**src/rtl/btn_event_reader.sv**
```systemverilog
// Push-button front end: 2-flop sync, per-button debounce, press/release/long-press
// pulses and a one-at-a-time valid/ready event port. Long-press logic gated by BTN_LONG_PRESS_EN.
module btn_event_reader #(
  parameter int N_BTN       = 2,
  parameter int DEB_CYCLES  = 2000000,
  parameter int LONG_CYCLES = 200000000,
  parameter int IDX_W       = (N_BTN > 1) ? $clog2(N_BTN) : 1
) (
  input  logic             clk,
  input  logic             per_reset,
  input  logic [N_BTN-1:0] btn_in,
  output logic [N_BTN-1:0] btn_level,
  output logic [N_BTN-1:0] press_pulse,
  output logic [N_BTN-1:0] release_pulse,
  output logic [N_BTN-1:0] long_pulse,
  output logic             evt_valid,
  input  logic             evt_ready,
  output logic [1:0]       evt_type,
  output logic [IDX_W-1:0] evt_idx,
  output logic             evt_overflow
);

  localparam logic [31:0] DEB_LAST = 32'(DEB_CYCLES - 1);

  localparam logic [1:0] T_PRESS   = 2'b01;
  localparam logic [1:0] T_RELEASE = 2'b10;
  localparam logic [1:0] T_LONG    = 2'b11;

  logic [N_BTN-1:0] sync1_q, sync2_q;

  always_ff @(posedge clk or posedge per_reset) begin
    if (per_reset) begin
      sync1_q <= '0;
      sync2_q <= '0;
    end else begin
      sync1_q <= btn_in;
      sync2_q <= sync1_q;
    end
  end

  genvar gi;
  generate
    for (gi = 0; gi < N_BTN; gi++) begin : g_btn
      logic [31:0] dc_q;
      logic        level_q, press_q, rel_q;

      always_ff @(posedge clk or posedge per_reset) begin
        if (per_reset) begin
          dc_q    <= '0;
          level_q <= 1'b0;
          press_q <= 1'b0;
          rel_q   <= 1'b0;
        end else begin
          press_q <= 1'b0;
          rel_q   <= 1'b0;
          if (sync2_q[gi] == level_q) begin
            dc_q <= '0;
          end else if (dc_q == DEB_LAST) begin
            // Pulses land in the same cycle the new level becomes visible
            level_q <= sync2_q[gi];
            press_q <= sync2_q[gi];
            rel_q   <= ~sync2_q[gi];
            dc_q    <= '0;
          end else begin
            dc_q <= dc_q + 32'd1;
          end
        end
      end

      assign btn_level[gi]     = level_q;
      assign press_pulse[gi]   = press_q;
      assign release_pulse[gi] = rel_q;

`ifdef BTN_LONG_PRESS_EN
      localparam logic [31:0] LONG_LAST = 32'(LONG_CYCLES - 1);
      localparam logic [31:0] LONG_MAX  = 32'(LONG_CYCLES);
      logic [31:0] hc_q;
      logic        long_q;

      // Saturating at LONG_MAX makes the LONG_LAST match happen once per press
      always_ff @(posedge clk or posedge per_reset) begin
        if (per_reset) begin
          hc_q   <= '0;
          long_q <= 1'b0;
        end else begin
          long_q <= level_q && (hc_q == LONG_LAST);
          if (!level_q)
            hc_q <= '0;
          else if (hc_q != LONG_MAX)
            hc_q <= hc_q + 32'd1;
        end
      end

      assign long_pulse[gi] = long_q;
`else
      assign long_pulse[gi] = 1'b0;
`endif
    end
  endgenerate

  logic [N_BTN-1:0] pend_press_q, pend_press_d;
  logic [N_BTN-1:0] pend_rel_q, pend_rel_d;
  logic [N_BTN-1:0] pend_long_q;
  logic [N_BTN-1:0] clr_press, clr_rel, clr_long;
  logic [N_BTN-1:0] sel_oh;
  logic             sel_found;
  logic [IDX_W-1:0] sel_idx;
  logic [1:0]       sel_type;
  logic             load;
  logic             ovf_set;
  logic             evt_valid_q;
  logic [1:0]       evt_type_q;
  logic [IDX_W-1:0] evt_idx_q;
  logic             evt_overflow_q;

  assign load = !evt_valid_q || evt_ready;

  // Descending scan so the lowest pending button index wins
  always_comb begin
    sel_found = 1'b0;
    sel_idx   = '0;
    sel_type  = 2'b00;
    sel_oh    = '0;
    for (int i = N_BTN - 1; i >= 0; i--) begin
      if (pend_press_q[i] || pend_long_q[i] || pend_rel_q[i]) begin
        sel_found = 1'b1;
        sel_idx   = IDX_W'(i);
        sel_oh    = '0;
        sel_oh[i] = 1'b1;
        if (pend_press_q[i])
          sel_type = T_PRESS;
        else if (pend_long_q[i])
          sel_type = T_LONG;
        else
          sel_type = T_RELEASE;
      end
    end
  end

  always_comb begin
    clr_press = '0;
    clr_rel   = '0;
    clr_long  = '0;
    if (load && sel_found) begin
      case (sel_type)
        T_PRESS: clr_press = sel_oh;
        T_LONG:  clr_long  = sel_oh;
        default: clr_rel   = sel_oh;
      endcase
    end
  end

  // A pulse only overflows if its bit stays occupied; a coinciding clear frees the slot
  assign pend_press_d = (pend_press_q & ~clr_press) | press_pulse;
  assign pend_rel_d   = (pend_rel_q & ~clr_rel) | release_pulse;
  assign ovf_set = |(press_pulse & pend_press_q & ~clr_press)
                 | |(release_pulse & pend_rel_q & ~clr_rel)
                 | |(long_pulse & pend_long_q & ~clr_long);

`ifdef BTN_LONG_PRESS_EN
  logic [N_BTN-1:0] pend_long_d;
  assign pend_long_d = (pend_long_q & ~clr_long) | long_pulse;

  always_ff @(posedge clk or posedge per_reset) begin
    if (per_reset)
      pend_long_q <= '0;
    else
      pend_long_q <= pend_long_d;
  end
`else
  assign pend_long_q = '0;
`endif

  always_ff @(posedge clk or posedge per_reset) begin
    if (per_reset) begin
      pend_press_q   <= '0;
      pend_rel_q     <= '0;
      evt_valid_q    <= 1'b0;
      evt_type_q     <= 2'b00;
      evt_idx_q      <= '0;
      evt_overflow_q <= 1'b0;
    end else begin
      pend_press_q <= pend_press_d;
      pend_rel_q   <= pend_rel_d;
      if (ovf_set)
        evt_overflow_q <= 1'b1;
      if (load) begin
        evt_valid_q <= sel_found;
        evt_type_q  <= sel_type;
        evt_idx_q   <= sel_idx;
      end
    end
  end

  assign evt_valid    = evt_valid_q;
  assign evt_type     = evt_type_q;
  assign evt_idx      = evt_idx_q;
  assign evt_overflow = evt_overflow_q;

endmodule

```
**config.mk**
```make
export PLATFORM = sky130hd
export DESIGN_NAME = btn_event_reader
export DESIGN_NICKNAME = d
export VERILOG_FILES = /design/src/rtl/btn_event_reader.sv
export SDC_FILE = /design/constraint.sdc
export NUM_CORES = 1
export LEC_CHECK = 0
export BUFFER_PORTS_ARGS = -buffer_cell sky130_fd_sc_hd__buf_2
export CORE_MARGIN = 4
export CORE_UTILIZATION = 55
export DETAILED_ROUTE_END_ITERATION = 8
export PLACE_DENSITY_LB_ADDON = 0.12
export SETUP_SLACK_MARGIN = 0.4
export SYNTH_ARGS = -nofsm -noshare
export SYNTH_HDL_FRONTEND = slang
export SYNTH_SLANG_ARGS = --single-unit
```
**constraint.sdc**
```tcl
create_clock -name clk -period 2.1 [get_ports clk]
set_input_delay 0 -clock clk [delete_from_list [all_inputs] [get_ports clk]]
set_output_delay 0 -clock clk [all_outputs]
set_load 0.005 [all_outputs]
```
After elaboration in Yosys (flattened, before gate mapping)
Cells that the tools add are included.
W data, S select, Z words.
- flip-flop bits (word level): 83
- logic and storage cells: 74
- add/sub/neg operators: 2
- eq/ne operators: 6
- multiplexer cells: 25
- bitwise logic cells: 15
- reduce and logical (&&, ||, !) cells: 10
- operators with widths (operator ; number):
    $mux W32 ; 4
    $add A32 B1 Y32 const B ; 2
    $eq A32 B21 Y1 const B ; 2
    $mux W2 ; 10
    $and A2 B2 Y2 ; 6
    $mux W1 ; 11
    $reduce_or A2 Y1 ; 3
    $not A1 Y1 ; 4
    $not A2 Y2 ; 2
    $or A2 B2 Y2 ; 2
    $reduce_and A2 Y1 ; 2
    $logic_or A1 B1 Y1 ; 3
    $eq A1 B1 Y1 ; 2
    $eq A2 B1 Y1 const B ; 1
    $eq A2 B2 Y1 const B ; 1
    $logic_and A1 B1 Y1 ; 1
    $logic_not A1 Y1 ; 1
    $or A1 B1 Y1 ; 1

Depth between registers and ports, before layout
- depth in word-level cells: 11
- depth in mapped cells: 7
- gate-level depth less buffers: 6

Least setup slack after synthesis
Ideal clock, no wire load.
- kind: flip-flop to flip-flop
- start: reg g_btn[1].dc_q[24]
- end: reg g_btn[1].level_q
- data arrival time: 1668 ps
- data required time: 1975 ps
- path slack: 307 ps
- cell stages (with the launch flop): 5
- buffers on the path: 0
- clock period less this slack: 1793 ps
- cell sequence: dfrtp_1 nor4_2 nand4_1 or4_4 mux2_4
- cells in the longest elaborated chain, start to end: 2
- ends and longest elaborated chain (element ; line ; source):
    from (decl) ; 44 ; logic [31:0] dc_q;
    from (signal assigned) ; 65 ; dc_q <= dc_q + 32'd1;
    $eq A32 B21 Y1 ; 58 ; end else if (dc_q == DEB_LAST) begin
    $reduce_and A2 Y1 (no line) ; - ;
    to (signal assigned) ; 60 ; level_q <= sync2_q[gi];
    to (decl) ; 45 ; logic level_q, press_q, rel_q;
Every way passes these cells.
A chain may end at the register's enable or synchronous reset.

Worst setup path in the final report
- start: reg g_btn[1].dc_q[23]
- end: reg g_btn[1].level_q
Same word-level chain as after synthesis.

==> results_dict.tcl <==
set metrics [dict create \
    cp.required_ps 2340 \
    die_h_um 93.5 \
    syn_area_per_cell_um2 10.3 \
    cts_made_buffers 9 \
    max_slew.worst_pin.slew_ps 710 \
    timing.fmax_mhz 532 \
    synth_cell_types 44 \
    critical_path.top_delay_family "simple AND/OR/NAND/NOR gates" \
    synth_cells 390 \
    cap_viol_max_count 0 \
    area_delta_synth_final_pct 16.3 \
    die_w_um 93.5 \
    run_status "finished clean" \
    vias 2827 \
    grt_pass1_wl_um 12800 \
    synth_xor_area_share_pct 13.1 \
    cp_max_fo 6 \
    clockRootBuffer "clkbuf_8" \
    cts_max_path_buffers 2 \
    rsz0062_at_grt "true" \
    final_max_slew_viol_count 0 \
    yosys_warnings 0 \
    cts.sinks 83 \
    r2r_slack_ps 220 \
    p_leak_nw 2.13 \
    crit_slowest_cell "or4_4" \
    critPathBufInv 0 \
    nets 435 \
    powerDensity_nw_per_um2 665 \
    layout_commonest_cell "dfrtp_1" \
    final_antenna_net_count 0 \
    grt_pass1_vias 2711 \
    io_pins 18 \
    reg2regPathDepth 4 \
    globalRouteTotalUtil_pct 18.3 \
    p_sw_mw 0.643 \
    grt_max_degree 60 \
    start_kind "register" \
    ys_seq_elements 83 \
    stdcell_area_um2 4680 \
    diodes 0 \
    swShare_pct 20.7 \
    p_int_mw 2.47 \
    share_comb_of_total_power_pct 3.2 \
    synth.yosys.seq_area_share_pct 51.7 \
    dpl.hpwl_um 4660 \
    crit_start "g_btn[1].dc_q[23]" \
    htreeDepth 3 \
    worst-setup-path-type "register to register" \
    place_area_um2 4200 \
    timing.final.crit_share_pct 89.5 \
    insertion_delay_ps 350 \
    synth_enable_flop_cells 0 \
    syn_area_um2 4020 \
    reg2reg_to "g_btn[1].level_q" \
    nFillCells 534 \
    fin_skew_ps 10.9 \
    timing.rr.start "g_btn[1].dc_q[23]" \
    finalSetupViolations 0 \
    post-place-ws_ps 77.6 \
    peakVddDrop_v 0.000341 \
    synth_top_family_by_area "simple AND/OR/NAND/NOR gates" \
    initial_core_util_pct 57.9 \
    p_seq_share_pct 52.1 \
    hp-class "primary input to asynchronous set/reset pin" \
    drt_iter0_drc 90 \
    crit_cells 4 \
    synth_fa_ha_area_share_pct 0.622 \
    dieArea_um2 8740 \
    end_kind "register" \
    hold_violations 0 \
    cp.arrival_ps 2120 \
    synthMuxAreaShare_pct 0.654 \
    finalSetupTns_ps 0 \
    cts_tree "built" \
    gp_congestion 0.793 \
    routedWlPerCell_um 14.0 \
    crit_path_end "g_btn[1].level_q" \
    wl_um 7430 \
    path_clk_slew_ps 80 \
    drc_errors 0 \
    clock_power_share_pct 44.7 \
    cpPeakStageDelay_ps 630 \
    drt-vias-per-instance 5.34 \
    grt-ovfl-total 0 \
    fin_crit_ps 1880 \
    crit_chain "nor4_2 > nand4_1 > or4_4 > mux2_4" \
    synth_compound_gate_area_share_pct 2.49 \
    relSlewSlack_pct 52.5 \
    ys.flop_type "dfrtp_1" \
    antenna_found_initial 0 \
    synthArstFlopShare_pct 100 \
    timing.final.ws_setup_ps 221 \
    port_buffers 15 \
    final_cell_mix "dfrtp_1 (81), nor2_1 (74), xor2_1 (42), nand4_1 (28), nand3_1 (25)" \
    rows 30 \
    coreArea_um2 6940 \
    drive_gt1_share_pct 19.2 \
    drtPass1Iterations 4 \
    synthSimpleGateAreaFrac_pct 27.0 \
]
-- logic make-up (layout without fill, tap and decap cells) --
family	after synthesis	count (layout)
flops	83	83
other cells	1	2
xor+xnor	60	60
simple gates	197	198
compound gates	16	16
fa+ha+maj	2	2
buf+inv	29	70
mux	2	2
-- synthesized netlist by cell type, types with 3 or more instances --
library cell | number | area [um2]
and3_2 | 3 | 22.5
nor4_4 | 3 | 63.8
nor4_1 | 5 | 31.3
nand4_1 | 28 | 175
and3_1 | 9 | 56.3
nor3b_1 | 4 | 30.0
xor2_1 | 42 | 368
inv_1 | 11 | 41.3
o21ai_0 | 5 | 25.0
nand2b_1 | 4 | 25.0
nor2_1 | 75 | 282
nand3_1 | 26 | 130
a21oi_1 | 3 | 15.0
nand2_1 | 15 | 56.3
xnor2_1 | 18 | 158
dfrtp_1 | 83 | 2080
nor3_1 | 5 | 25.0
buf_4 | 11 | 82.6
buf_6 | 3 | 33.8
and4_1 | 6 | 52.6
-- metal layers --
layer,vias to the layer above,track usage [%],routed length (um),share of wire [%]
met5,-,0,0,0
li1,1400,-,-,-
met2,58,29.0,3530,47
met1,1363,24.9,3530,48
met3,6,4.91,306,4.1
met4,0,4.88,61,0.82
-- flip-flops by register name, summed over array words and instances (netlist names), 2 cells and up --
name           cells
pend_press_q       2
evt_type           2
sync1_q            2
g_btn.dc_q        64
g_btn.rel_q        2
pend_rel_q         2
sync2_q            2
g_btn.level_q      2
g_btn.press_q      2
-- worst register-to-register path, stage by stage (launching register included) --
cell and delay, ps:
dfrtp_1 430, nor4_2 260, nand4_1 140, or4_4 630, mux2_4 330
-- cell type report --
cell class	instances	area [um2]	share of cell area [%]
clock inverter	6	113	2.41
tap	96	120	2.57
timing repair buffer	43	328	7.01
sequential	83	2080	44.5
clock buffer	10	138	2.94
inverter	11	45.0	0.963
multi-input combinational	280	1850	39.6
-- worst min path at each step --
stage	from	endpoint	slack (ps)
6_report	per_reset	evt_overflow	240
5_1_grt	per_reset	evt_idx	290
4_1_cts	per_reset	sync2_q[1]	240
3_5_place_dp	per_reset	evt_type[1]	80
3_3_place_gp	per_reset	evt_type[1]	80
2_1_floorplan	btn_in[0]	sync1_q[0]	30
-- metrics by stage --
step                      util, %  power [mW]  cells  hold WS [ps]
after CTS                    65.7        3.15    520           245
final                        67.3        3.11    529           243
after global placement       60.5        1.74    496          78.1
after global routing         67.3        3.24    529           289
after detailed placement     60.5        1.74    496          84.2
after floorplan                 -        1.72    391          31.4
-- timing repair --
item	4_1_cts	5_1_grt
buffers inserted	4	8
setup endpoints to repair	67	68
hold buffers	4	0
endpoints found under the hold margin	27	0
gates resized for setup	8	9
pin swaps	4	4
cloned	0	1
-- power by group through the flow --
stage	sequential (mW)	combinational (mW)	clock (mW)
finish	1.62	0.0989	1.39
CTS	1.62	0.0939	1.43
global placement	1.65	0.0851	0
floorplan	1.65	0.0681	0
detailed placement	1.65	0.0859	0
global route	1.62	0.113	1.51
(Power assumes the default switching activity.)
